===== src/rtl/cal_uart_pkg.sv =====
// rtl/cal_uart_pkg.sv - shared types and constants for the calibration UART receiver
package cal_uart_pkg;

  // Packet start marker, only meaningful while hunting for a packet
  localparam logic [7:0] SYNC_BYTE = 8'hA5;

  // Coefficient kind carried in wr_addr[3]
  localparam logic KIND_OFFSET = 1'b0;
  localparam logic KIND_GAIN   = 1'b1;

  typedef enum logic [1:0] {
    RX_IDLE,
    RX_START,
    RX_DATA,
    RX_STOP
  } rx_state_t;

  typedef enum logic [2:0] {
    P_SYNC,
    P_ADDR,
    P_HI,
    P_LO,
    P_CSUM
  } pkt_state_t;

  // Packet checksum: XOR of address and both payload bytes
  function automatic logic [7:0] pkt_csum(input logic [7:0] a, input logic [7:0] h,
                                          input logic [7:0] l);
    return a ^ h ^ l;
  endfunction

endpackage


===== src/rtl/uart_rx_byte.sv =====
// rtl/uart_rx_byte.sv - line synchronizer and 8N1 byte receiver
module uart_rx_byte
  import cal_uart_pkg::*;
#(
  parameter int CLKS_PER_BIT = 12
) (
  input  logic       clk,
  input  logic       rst_n,
  input  logic       rx_i,
  output logic       byte_vld,
  output logic [7:0] byte_data,
  output logic       frame_err
);

  localparam int CNT_W = $clog2(CLKS_PER_BIT);
  localparam logic [CNT_W-1:0] HALF_BIT = CNT_W'(CLKS_PER_BIT / 2 - 1);
  localparam logic [CNT_W-1:0] FULL_BIT = CNT_W'(CLKS_PER_BIT - 1);

  logic             sync1_q, sync1_d;
  logic             sync2_q, sync2_d;
  rx_state_t        state_q, state_d;
  logic [CNT_W-1:0] bcnt_q, bcnt_d;
  logic [2:0]       bitn_q, bitn_d;
  logic [7:0]       sh_q, sh_d;
  logic             byte_vld_q, byte_vld_d;
  logic [7:0]       byte_q, byte_d;
  logic             frame_err_q, frame_err_d;
  logic             rx_s;

  assign rx_s      = sync2_q;
  assign byte_vld  = byte_vld_q;
  assign byte_data = byte_q;
  assign frame_err = frame_err_q;

  // Byte FSM: mid-bit sampling timed by a down-counter, synchronizer in front
  always_comb begin
    sync1_d     = rx_i;
    sync2_d     = sync1_q;
    state_d     = state_q;
    bcnt_d      = bcnt_q;
    bitn_d      = bitn_q;
    sh_d        = sh_q;
    byte_d      = byte_q;
    byte_vld_d  = 1'b0;
    frame_err_d = 1'b0;
    case (state_q)
      RX_IDLE: begin
        if (!rx_s) begin
          state_d = RX_START;
          bcnt_d  = HALF_BIT;
        end
      end
      RX_START: begin
        if (bcnt_q != '0) begin
          bcnt_d = bcnt_q - 1'b1;
        end else if (rx_s) begin
          // low pulse shorter than half a bit: treat as noise
          state_d = RX_IDLE;
        end else begin
          state_d = RX_DATA;
          bcnt_d  = FULL_BIT;
          bitn_d  = 3'd0;
        end
      end
      RX_DATA: begin
        if (bcnt_q != '0) begin
          bcnt_d = bcnt_q - 1'b1;
        end else begin
          sh_d   = {rx_s, sh_q[7:1]};
          bcnt_d = FULL_BIT;
          if (bitn_q == 3'd7) begin
            state_d = RX_STOP;
          end else begin
            bitn_d = bitn_q + 3'd1;
          end
        end
      end
      RX_STOP: begin
        if (bcnt_q != '0) begin
          bcnt_d = bcnt_q - 1'b1;
        end else begin
          // back to idle at mid-stop so a back-to-back start edge is not missed
          state_d = RX_IDLE;
          if (rx_s) begin
            byte_vld_d = 1'b1;
            byte_d     = sh_q;
          end else begin
            frame_err_d = 1'b1;
          end
        end
      end
      default: state_d = RX_IDLE;
    endcase
  end

  // State register; synchronizer presets to the idle-high line level
  always_ff @(posedge clk) begin
    if (!rst_n) begin
      sync1_q     <= 1'b1;
      sync2_q     <= 1'b1;
      state_q     <= RX_IDLE;
      bcnt_q      <= '0;
      bitn_q      <= 3'd0;
      sh_q        <= 8'd0;
      byte_vld_q  <= 1'b0;
      byte_q      <= 8'd0;
      frame_err_q <= 1'b0;
    end else begin
      sync1_q     <= sync1_d;
      sync2_q     <= sync2_d;
      state_q     <= state_d;
      bcnt_q      <= bcnt_d;
      bitn_q      <= bitn_d;
      sh_q        <= sh_d;
      byte_vld_q  <= byte_vld_d;
      byte_q      <= byte_d;
      frame_err_q <= frame_err_d;
    end
  end

endmodule


===== src/rtl/cal_uart_rx.sv =====
// rtl/cal_uart_rx.sv - calibration coefficient packet receiver
module cal_uart_rx
  import cal_uart_pkg::*;
#(
  parameter int W           = 16,
  parameter int CLK_HZ      = 12_000_000,
  parameter int BAUD        = 1_000_000,
  parameter int TIMEOUT_BIT = 40
) (
  input  logic         clk,
  input  logic         rst_n,
  input  logic         rx_i,
  output logic         wr_en,
  output logic [3:0]   wr_addr,
  output logic [W-1:0] wr_data,
  output logic         frame_err,
  output logic         pkt_err
);

  localparam int CLKS_PER_BIT = CLK_HZ / BAUD;
  localparam int TMO_CLKS     = TIMEOUT_BIT * CLKS_PER_BIT;
  localparam int GAP_W        = $clog2(TMO_CLKS + 1);
  localparam logic [GAP_W-1:0] GAP_MAX = GAP_W'(TMO_CLKS);

  logic       byte_vld;
  logic [7:0] byte_data;
  logic       byte_ferr;

  uart_rx_byte #(
    .CLKS_PER_BIT(CLKS_PER_BIT)
  ) u_byte (
    .clk      (clk),
    .rst_n    (rst_n),
    .rx_i     (rx_i),
    .byte_vld (byte_vld),
    .byte_data(byte_data),
    .frame_err(byte_ferr)
  );

  pkt_state_t       state_q, state_d;
  logic [7:0]       addr_q, addr_d;
  logic [7:0]       hi_q, hi_d;
  logic [7:0]       lo_q, lo_d;
  logic [GAP_W-1:0] gap_q, gap_d;
  logic             wr_en_q, wr_en_d;
  logic [3:0]       wr_addr_q, wr_addr_d;
  logic [W-1:0]     wr_data_q, wr_data_d;
  logic             frame_err_q, frame_err_d;
  logic             pkt_err_q, pkt_err_d;
  logic             timeout;
  logic             kind;

  assign wr_en     = wr_en_q;
  assign wr_addr   = wr_addr_q;
  assign wr_data   = wr_data_q;
  assign frame_err = frame_err_q;
  assign pkt_err   = pkt_err_q;

  assign timeout = (state_q != P_SYNC) && (gap_q == GAP_MAX);
  assign kind    = addr_q[3] ? KIND_GAIN : KIND_OFFSET;

  // Packet FSM and gap timer; frame error beats byte, byte beats timeout
  always_comb begin
    state_d     = state_q;
    addr_d      = addr_q;
    hi_d        = hi_q;
    lo_d        = lo_q;
    wr_addr_d   = wr_addr_q;
    wr_data_d   = wr_data_q;
    wr_en_d     = 1'b0;
    frame_err_d = 1'b0;
    pkt_err_d   = 1'b0;

    if (state_q == P_SYNC || byte_vld) begin
      gap_d = '0;
    end else if (gap_q != GAP_MAX) begin
      gap_d = gap_q + 1'b1;
    end else begin
      gap_d = gap_q;
    end

    if (byte_ferr) begin
      frame_err_d = 1'b1;
      state_d     = P_SYNC;
    end else if (byte_vld) begin
      case (state_q)
        P_SYNC: if (byte_data == SYNC_BYTE) state_d = P_ADDR;
        P_ADDR: begin
          addr_d  = byte_data;
          state_d = P_HI;
        end
        P_HI: begin
          hi_d    = byte_data;
          state_d = P_LO;
        end
        P_LO: begin
          lo_d    = byte_data;
          state_d = P_CSUM;
        end
        P_CSUM: begin
          state_d = P_SYNC;
          if (byte_data == pkt_csum(addr_q, hi_q, lo_q) && addr_q[7:4] == 4'd0) begin
            wr_en_d   = 1'b1;
            wr_addr_d = {kind, addr_q[2:0]};
            wr_data_d = W'({hi_q, lo_q});
          end else begin
            pkt_err_d = 1'b1;
          end
        end
        default: state_d = P_SYNC;
      endcase
    end else if (timeout) begin
      pkt_err_d = 1'b1;
      state_d   = P_SYNC;
    end
  end

  // Packet state and registered outputs
  always_ff @(posedge clk) begin
    if (!rst_n) begin
      state_q     <= P_SYNC;
      addr_q      <= 8'd0;
      hi_q        <= 8'd0;
      lo_q        <= 8'd0;
      gap_q       <= '0;
      wr_en_q     <= 1'b0;
      wr_addr_q   <= 4'd0;
      wr_data_q   <= '0;
      frame_err_q <= 1'b0;
      pkt_err_q   <= 1'b0;
    end else begin
      state_q     <= state_d;
      addr_q      <= addr_d;
      hi_q        <= hi_d;
      lo_q        <= lo_d;
      gap_q       <= gap_d;
      wr_en_q     <= wr_en_d;
      wr_addr_q   <= wr_addr_d;
      wr_data_q   <= wr_data_d;
      frame_err_q <= frame_err_d;
      pkt_err_q   <= pkt_err_d;
    end
  end

endmodule


===== config.mk =====
export PLATFORM = sky130hd
export DESIGN_NAME = cal_uart_rx
export DESIGN_NICKNAME = d
export VERILOG_FILES = /design/src/rtl/cal_uart_pkg.sv /design/src/rtl/uart_rx_byte.sv /design/src/rtl/cal_uart_rx.sv
export SDC_FILE = /design/constraint.sdc
export NUM_CORES = 1
export LEC_CHECK = 0
export CAP_MARGIN = 20
export CORE_UTILIZATION = 30
export CTS_BUF_LIST = sky130_fd_sc_hd__clkbuf_2 sky130_fd_sc_hd__clkbuf_4 sky130_fd_sc_hd__clkbuf_8
export DETAILED_ROUTE_END_ITERATION = 6
export PLACE_DENSITY_LB_ADDON = 0.25
export SYNTH_ARGS = -nofsm -noshare
export SYNTH_HDL_FRONTEND = slang
export SYNTH_SLANG_ARGS = --single-unit
export TNS_END_PERCENT = 30

===== constraint.sdc =====
create_clock -name clk -period 1.6 [get_ports clk]
set_input_delay 0.32 -clock clk [delete_from_list [all_inputs] [get_ports clk]]
set_output_delay 0.32 -clock clk [all_outputs]
set_load 0.01 [all_outputs]

* After elaboration in Yosys (flattened, before gate mapping)
Index checks and enable logic that the tools add are counted.
Widths: inputs -> output; s select.
** Word-level totals
- Flip-flop bits (word level) :: 88
- Latch bits :: 0
- Memory bits (writable) :: 0
- Bits in read-only memories :: 0
- Output and inout bits :: 23
- Logic and storage cells :: 107
- Memories kept :: 0
** Operators by class
- $add $sub $neg :: 3
- Multiply operators :: 0
- Div/mod/pow operators :: 0
- $lt $le $gt $ge :: 0
- Equality and inequality tests :: 22
- Shifts and indexed selects :: 0
- Mux-type cells :: 31
- Bitwise operators :: 8
- Reductions and logical operators :: 24
** Operator list (number)
- $mux 3 :: 7
- $mux 4 :: 5
- $pmux 4 s4 :: 1
- $xor 8x8->8 :: 2
- $reduce_and 3->1 :: 5
- $mux 2 :: 6
- $ne 2x2->1 const B :: 6
- $pmux 3 s4 :: 1
- $reduce_and 5->1 :: 2
- $add 9x1->9 const B :: 1
- $eq 9x9->1 const B :: 1
- $mux 1 :: 9
- $ne 9x9->1 const B :: 1
- $eq 8x8->1 :: 1
- $eq 8x8->1 const B :: 1
- $pmux 2 s4 :: 1
- $eq 3x2->1 const B :: 2
- $eq 3x3->1 const B :: 2
- $ne 3x3->1 const B :: 2
- $not 1->1 :: 6
- $pmux 3 s2 :: 1
- $eq 2x2->1 const B :: 2
- $logic_not 4->1 :: 1
- $ne 2x1->1 const B :: 2
- other kinds (16) :: 20

* Longest topological paths before layout
- Depth in word-level cells :: 7
- Depth in mapped cells :: 8

* Cells and area by module
From an unflattened synthesis, not the netlist that was laid out.
** Second synthesis, totals
- Cells, all modules :: 449
- Area, all modules :: 4159.0 um2
** By module, submodules not included
- cal_uart_rx :: times used 1, cells each 294, area each 2642.5 um2, sequential area each 1181.1 um2
- uart_rx_byte :: times used 1, cells each 155, area each 1516.5 um2, sequential area each 580.6 um2

* Worst setup path after synthesis
No wires, ideal clock.
- Kind :: reg2reg
- Start point :: register u_byte.state_q[0]
- End point :: register u_byte.bitn_q[0]
- Arrival :: 1.620 ns
- Data required time :: 1.530 ns
- Path slack :: -0.090 ns
- Stages on the path, launching flop included :: 8
- Cell sequence :: dfxtp_1 > inv_1 > ha_1 > clkbuf_1 > a22oi_1 > o211ai_1 > or3b_1 > a21oi_1
** Between the ends
- Cells in the longest elaborated chain, start to end :: 3
- Elaborated cells on any way between the ends :: 9
- Those cells by class :: eq/ne (6); mux (1); reduce/logical (2)
** Ends and longest elaborated chain
- start: declaration :: RTL line uart_rx_byte.sv:21 : rx_state_t state_q, state_d;
- start signal: assignment :: RTL line uart_rx_byte.sv:111 : state_q <= state_d;
- $eq 2x2->1 / $eq 2x1->1 (equally long branches) :: RTL line uart_rx_byte.sv:46 : case (state_q)
- $ne 2x2->1 (no source line) / $reduce_bool 2->1 (equally long branches)
- $reduce_and 5->1 (no source line)
- end signal: assignment :: RTL line uart_rx_byte.sv:113 : bitn_q <= bitn_d;
- end: declaration :: RTL line uart_rx_byte.sv:23 : logic [2:0] bitn_q, bitn_d;
Several ways; a longest one is shown, not always the timed one.
A chain may end at the register's enable or synchronous reset.

* Worst setup path after layout
- Start point :: register state_q[1]
- End point :: register wr_data_q[0], in the netlist wr_data[0]
** Between the ends
- Cells in the longest elaborated chain, start to end :: 2
** Ends and longest elaborated chain
- start: declaration :: RTL line cal_uart_rx.sv:40 : pkt_state_t state_q, state_d;
- start signal: assignment :: RTL line cal_uart_rx.sv:132 : state_q <= state_d;
- $eq 3x3->1 :: RTL line cal_uart_rx.sv:86 : case (state_q)
- $reduce_and 4->1 (no source line)
- end signal: assignment :: RTL line cal_uart_rx.sv:139 : wr_data_q <= wr_data_d;
- end: declaration :: RTL line cal_uart_rx.sv:47 : logic [W-1:0] wr_data_q, wr_data_d;
No other way between the ends.

==> metrics list <==
- The run finished, with violations left.
* Failing checks: setup timing
* Part of the total power dissipated in the clock network: between 30% and 40%
- Dividing the detail-routed wire length by the instance count gives approximately 13 um.
- Required time reported for the critical path endpoint: 1.90 ns
- The later pin in the worst-skew pair is clocked with a latency of roughly 0.37 ns.
- Post-synthesis sequential area ratio: a little under half
- In this run the critical register-to-register path is captured at wr_data[0]$_SDFFE_PN0P_.
- Number of I/O pins: 26
* Relative contribution of sequential cells to total power: approximately half
- During synthesis, Yosys emitted a total of 0 warnings.
* Tot GR Track Use: between 10 and 15%
- RSZ-0062 raised after global routing: true
* Total leakage power: 2.22 nW
- The initial utilization of the core area, before any placement, comes to between 30% and 40%.
- Buffers inserted to repair hold after CTS numbered 0.
- Synthesis handed over a netlist of around 420 instances.
* Register-to-Register Setup Slack: -0.10 ns
- At the pin with the least slew margin, the transition time is between 0.3 and 0.4 ns.
* Fin cells: slightly below 700
- The number of buffers and inverters on the critical path is 2.
- STA classifies the critical path startpoint as a flip-flop.
* Hold Crit Class: input port to flip-flop
* Number of buffers inserted during clock tree synthesis: 9
- Broken down by cell family, the worst path's largest delay share belongs to simple AND/OR/NAND/NOR gates.
- sky130_fd_sc_hd__dfxtp_1 takes more of the synthesized area than any other cell.
- VDD sags by at most 0.379 mV.
- In this run the clock root is driven by a sky130_fd_sc_hd__clkbuf_8.
* Die outline width: 115 um
* Proportion of netlist area held by the largest area contributor: between 40% and 50%
- Die Y-Extent: between 100 and 150 um
* Final total power: roughly 4.4 mW
- Traced cell by cell, the critical path runs through nand2b_4 -> or3_4 -> nor4_4 -> buf_4 -> buf_8 -> mux2i_1.
- Depth of the worst register-to-register path: 6
- Clock-pin slew was measured on the worst setup and hold paths at around 0.090 ns.
* Max-cap violations: 0
* Net Sw Frac: a little over a quarter
- Final worst setup slack: -0.104 ns
- Antenna violations before repair: 0
* Largest clock skew in the final design: 0.0102 ns
* Worst-path fanout max: 8
* Largest cells by area after synthesis: sky130_fd_sc_hd__dfxtp_1, sky130_fd_sc_hd__mux2i_1, sky130_fd_sc_hd__nand2_1
- Subtracting the final worst setup slack from the clock period gives ~1.7 ns.
- Critical-path top delay cell: sky130_fd_sc_hd__or3_4
- The clock drives slightly below 90 sinks.
* Top achievable clock speed: approximately 590 MHz
- Critical register-to-register path startpoint: state_q[1]$_SDFFE_PP0P_
- Drt first-iter violations: around 150
- CTS built an H-tree with a depth of 3.
- In the routed layout, each cell is associated on average with a via count of 4.55.
* Max clock buf depth: 2
- Std-Cell Core Area: around 13000 sq um
* Ratio of total power to cell area: 845 nW/um^2
- Internal Dissipation: between 3 and 4 mW
- CTS tree: yes
* Slowest stage delay, CP: between 0.3 and 0.4 ns
* Most frequent cells in the layout: sky130_fd_sc_hd__dfxtp_1, sky130_fd_sc_hd__nand2_1, sky130_fd_sc_hd__buf_4, sky130_fd_sc_hd__nor2_1, sky130_fd_sc_hd__mux2i_1
* Number of I/O port buffers: 25
- Post-route worst hold slack: around 0.38 ns
* Vias in the first global route: 3051
- Max_slew headroom: between 70% and 80%
- The detail route stage leaves a number of antenna-violating nets equal to 0.
- Placement row count: between 40 and 50
* Placed insts: between 600 and 700
* DR pass1 iterations: 4
- Cells with a size suffix above 1 make up approximately a quarter of the layout.
* Area growth, synth to finish: 34.6%
* Total count of max-transition violations in the final report: 0
- The synthesized design contains 88 register bits.
- The die covers between 10000 and 15000 sq um.
- Hold Violations, Final: 0
* Pin count of the biggest net entering global routing: 25
* Net count after synthesis: between 400 and 500
* Place WS: -0.160 ns
* Number of antenna diodes: 0
- In this run the most critical hold path is launched from rst_n.
* Comb pwr share: a little over an eighth
- Final estimated routing congestion in global placement: around 0.78
* Placed wire-length estimate after detailed placement: just over 6 mm
* Capture endpoint of the worst hold path: state_q[1]$_SDFFE_PP0P_
- The critical path is of the flip-flop to flip-flop type.
* Remaining DRCs: 0
* Arrival @ worst endpoint: roughly 2 ns
- Total standard cell area after synthesis: 3860 sq um
* Fin nets: 520
* Switching power summed over all nets: between 1 and 1.5 mW
* Post-detailed-routing wire length: roughly 9 mm
- Setup violations remaining at the end of the flow were counted as 23.
* First-pass GRT wire length: approximately 14 mm
* Cell variety after synth: 39
- The final critical path takes up 106% of the cycle.
* Average instance area after synthesis: around 9.1 sq um
- Depth of the worst hold-timing path: 3
* Commonest non-fill, non-tap cell in the layout: sky130_fd_sc_hd__dfxtp_1
- Critical Path Sink Type: flip-flop
- Total congestion overflow: 0
- DR vias: a little over 3000
## worst max path at each step
stage | to | cells past startpoint | slack, ns | startpoint
after CTS | wr_addr[2]$_SDFFE_PN0P_ | 7 | -0.11 | hi_q[4]$_SDFFE_PN0P_
final | wr_data[0]$_SDFFE_PN0P_ | 6 | -0.10 | state_q[1]$_SDFFE_PP0P_
after detailed placement | u_byte.bcnt_q[0]$_SDFFE_PN0P_ | 6 | -0.16 | flip-flop
after global placement | wr_data[13]$_SDFFE_PN0P_ | 6 | -0.1 | u_byte.byte_data[4]$_SDFFE_PN0P_
after floorplan | u_byte.bitn_q[0]$_SDFFE_PN0P_ | 7 | -0.007 | u_byte.state_q[0]$_SDFFE_PN0P_
after global routing | wr_addr[2]$_SDFFE_PN0P_ | 7 | -0.20 | hi_q[4]$_SDFFE_PN0P_
## power groups by stage
stage	clock network (mW)	logic (mW)	registers [mW]
6_report	1.57	0.569	2.25
5_1_grt	1.73	0.624	2.25
4_1_cts	1.63	0.489	2.24
3_5_place_dp	0	0.439	2.29
3_3_place_gp	0	0.430	2.29
2_1_floorplan	0	0.259	2.29
## metal layers
metal	track usage, %	routed length (um)
met1	16.7	4130
met2	24.0	4270
met3	2.72	168
met4	8.31	227
met5	0	0
## cell families (layout without fill, tap and decap cells)
logic type / after synthesis / count (layout) / synth area share, %
multiplexers: 53 / 53 / 13.7
buffers and inverters: 27 / 115 / 3.11
XOR/XNOR: 31 / 31 / 7.04
AO/OA/AOI/OAI: 35 / 35 / 5.58
AND/OR/NAND/NOR: 177 / 177 / 21.3
flip-flops: 88 / 88 / 45.7
adder cells (fa/ha/maj): 11 / 11 / 3.57
## flip-flops by register name (all words and copies together) (netlist names), 3 cells and up, named ones only
signal,flops
wr_addr,4
u_byte.bcnt_q,4
lo_q,8
hi_q,8
state_q,3
addr_q,8
u_byte.bitn_q,3
gap_q,9
u_byte.byte_data,8
u_byte.sh_q,8
wr_data,16
## synth_stat cells (all sizes together)
library cell / number
nand2: 71
nor3: 7
nor2: 59
a2111oi: 1
or2: 2
xor2: 10
xnor2: 21
a22oi: 1
or3b: 2
nand4b: 1
nand4: 2
nand3: 7
nor4: 5
o211ai: 1
or3: 3
inv: 10
nor2b: 3
a32oi: 2
dfxtp: 88
o2bb2ai: 2
nor3b: 3
mux2i: 53
o221a: 1
buf: 5
a311oi: 2
nand2b: 7
ha: 11
o21ai: 3
and3: 1
o21bai: 1
a21oi: 21
or4bb: 2
clkbuf: 12
and2: 2
## area by class of cell
class	count	area, sq um
Sequential cell	88	1780
Clock buffer	10	138
Clock inverter	5	56.3
Timing Repair Buffer	90	790
Multi-Input combinational cell	307	2170
Inverter	10	41.3
Tap cell	172	215
Fill cell	1254	7380
## metrics by stage
step / TNS [ns] / cell area [sq um] / util, %
after detailed placement: -2.56 / 4690 / 37.3
after floorplan: -0.00685 / 3860 / -
after CTS: -1.97 / 4990 / 39.7
final: -1.84 / 5190 / 41.3
after global routing: -3.95 / 5190 / 41.3
after global placement: -1.78 / 4690 / 37.3
## tightest hold or removal path, delay by kind of cell
family,cells,cell delay [ns]
buffers and inverters,1,0.14
and+or+nand+nor,2,0.26
## repair_timing
action                                  4_1_cts  5_1_grt
setup buffers                                 3        3
gates cloned                                  1        0
endpoints found under the setup margin       42       66
gates resized for setup                      29       47
pin swaps                                     5       16
(Power assumes the default switching activity.)
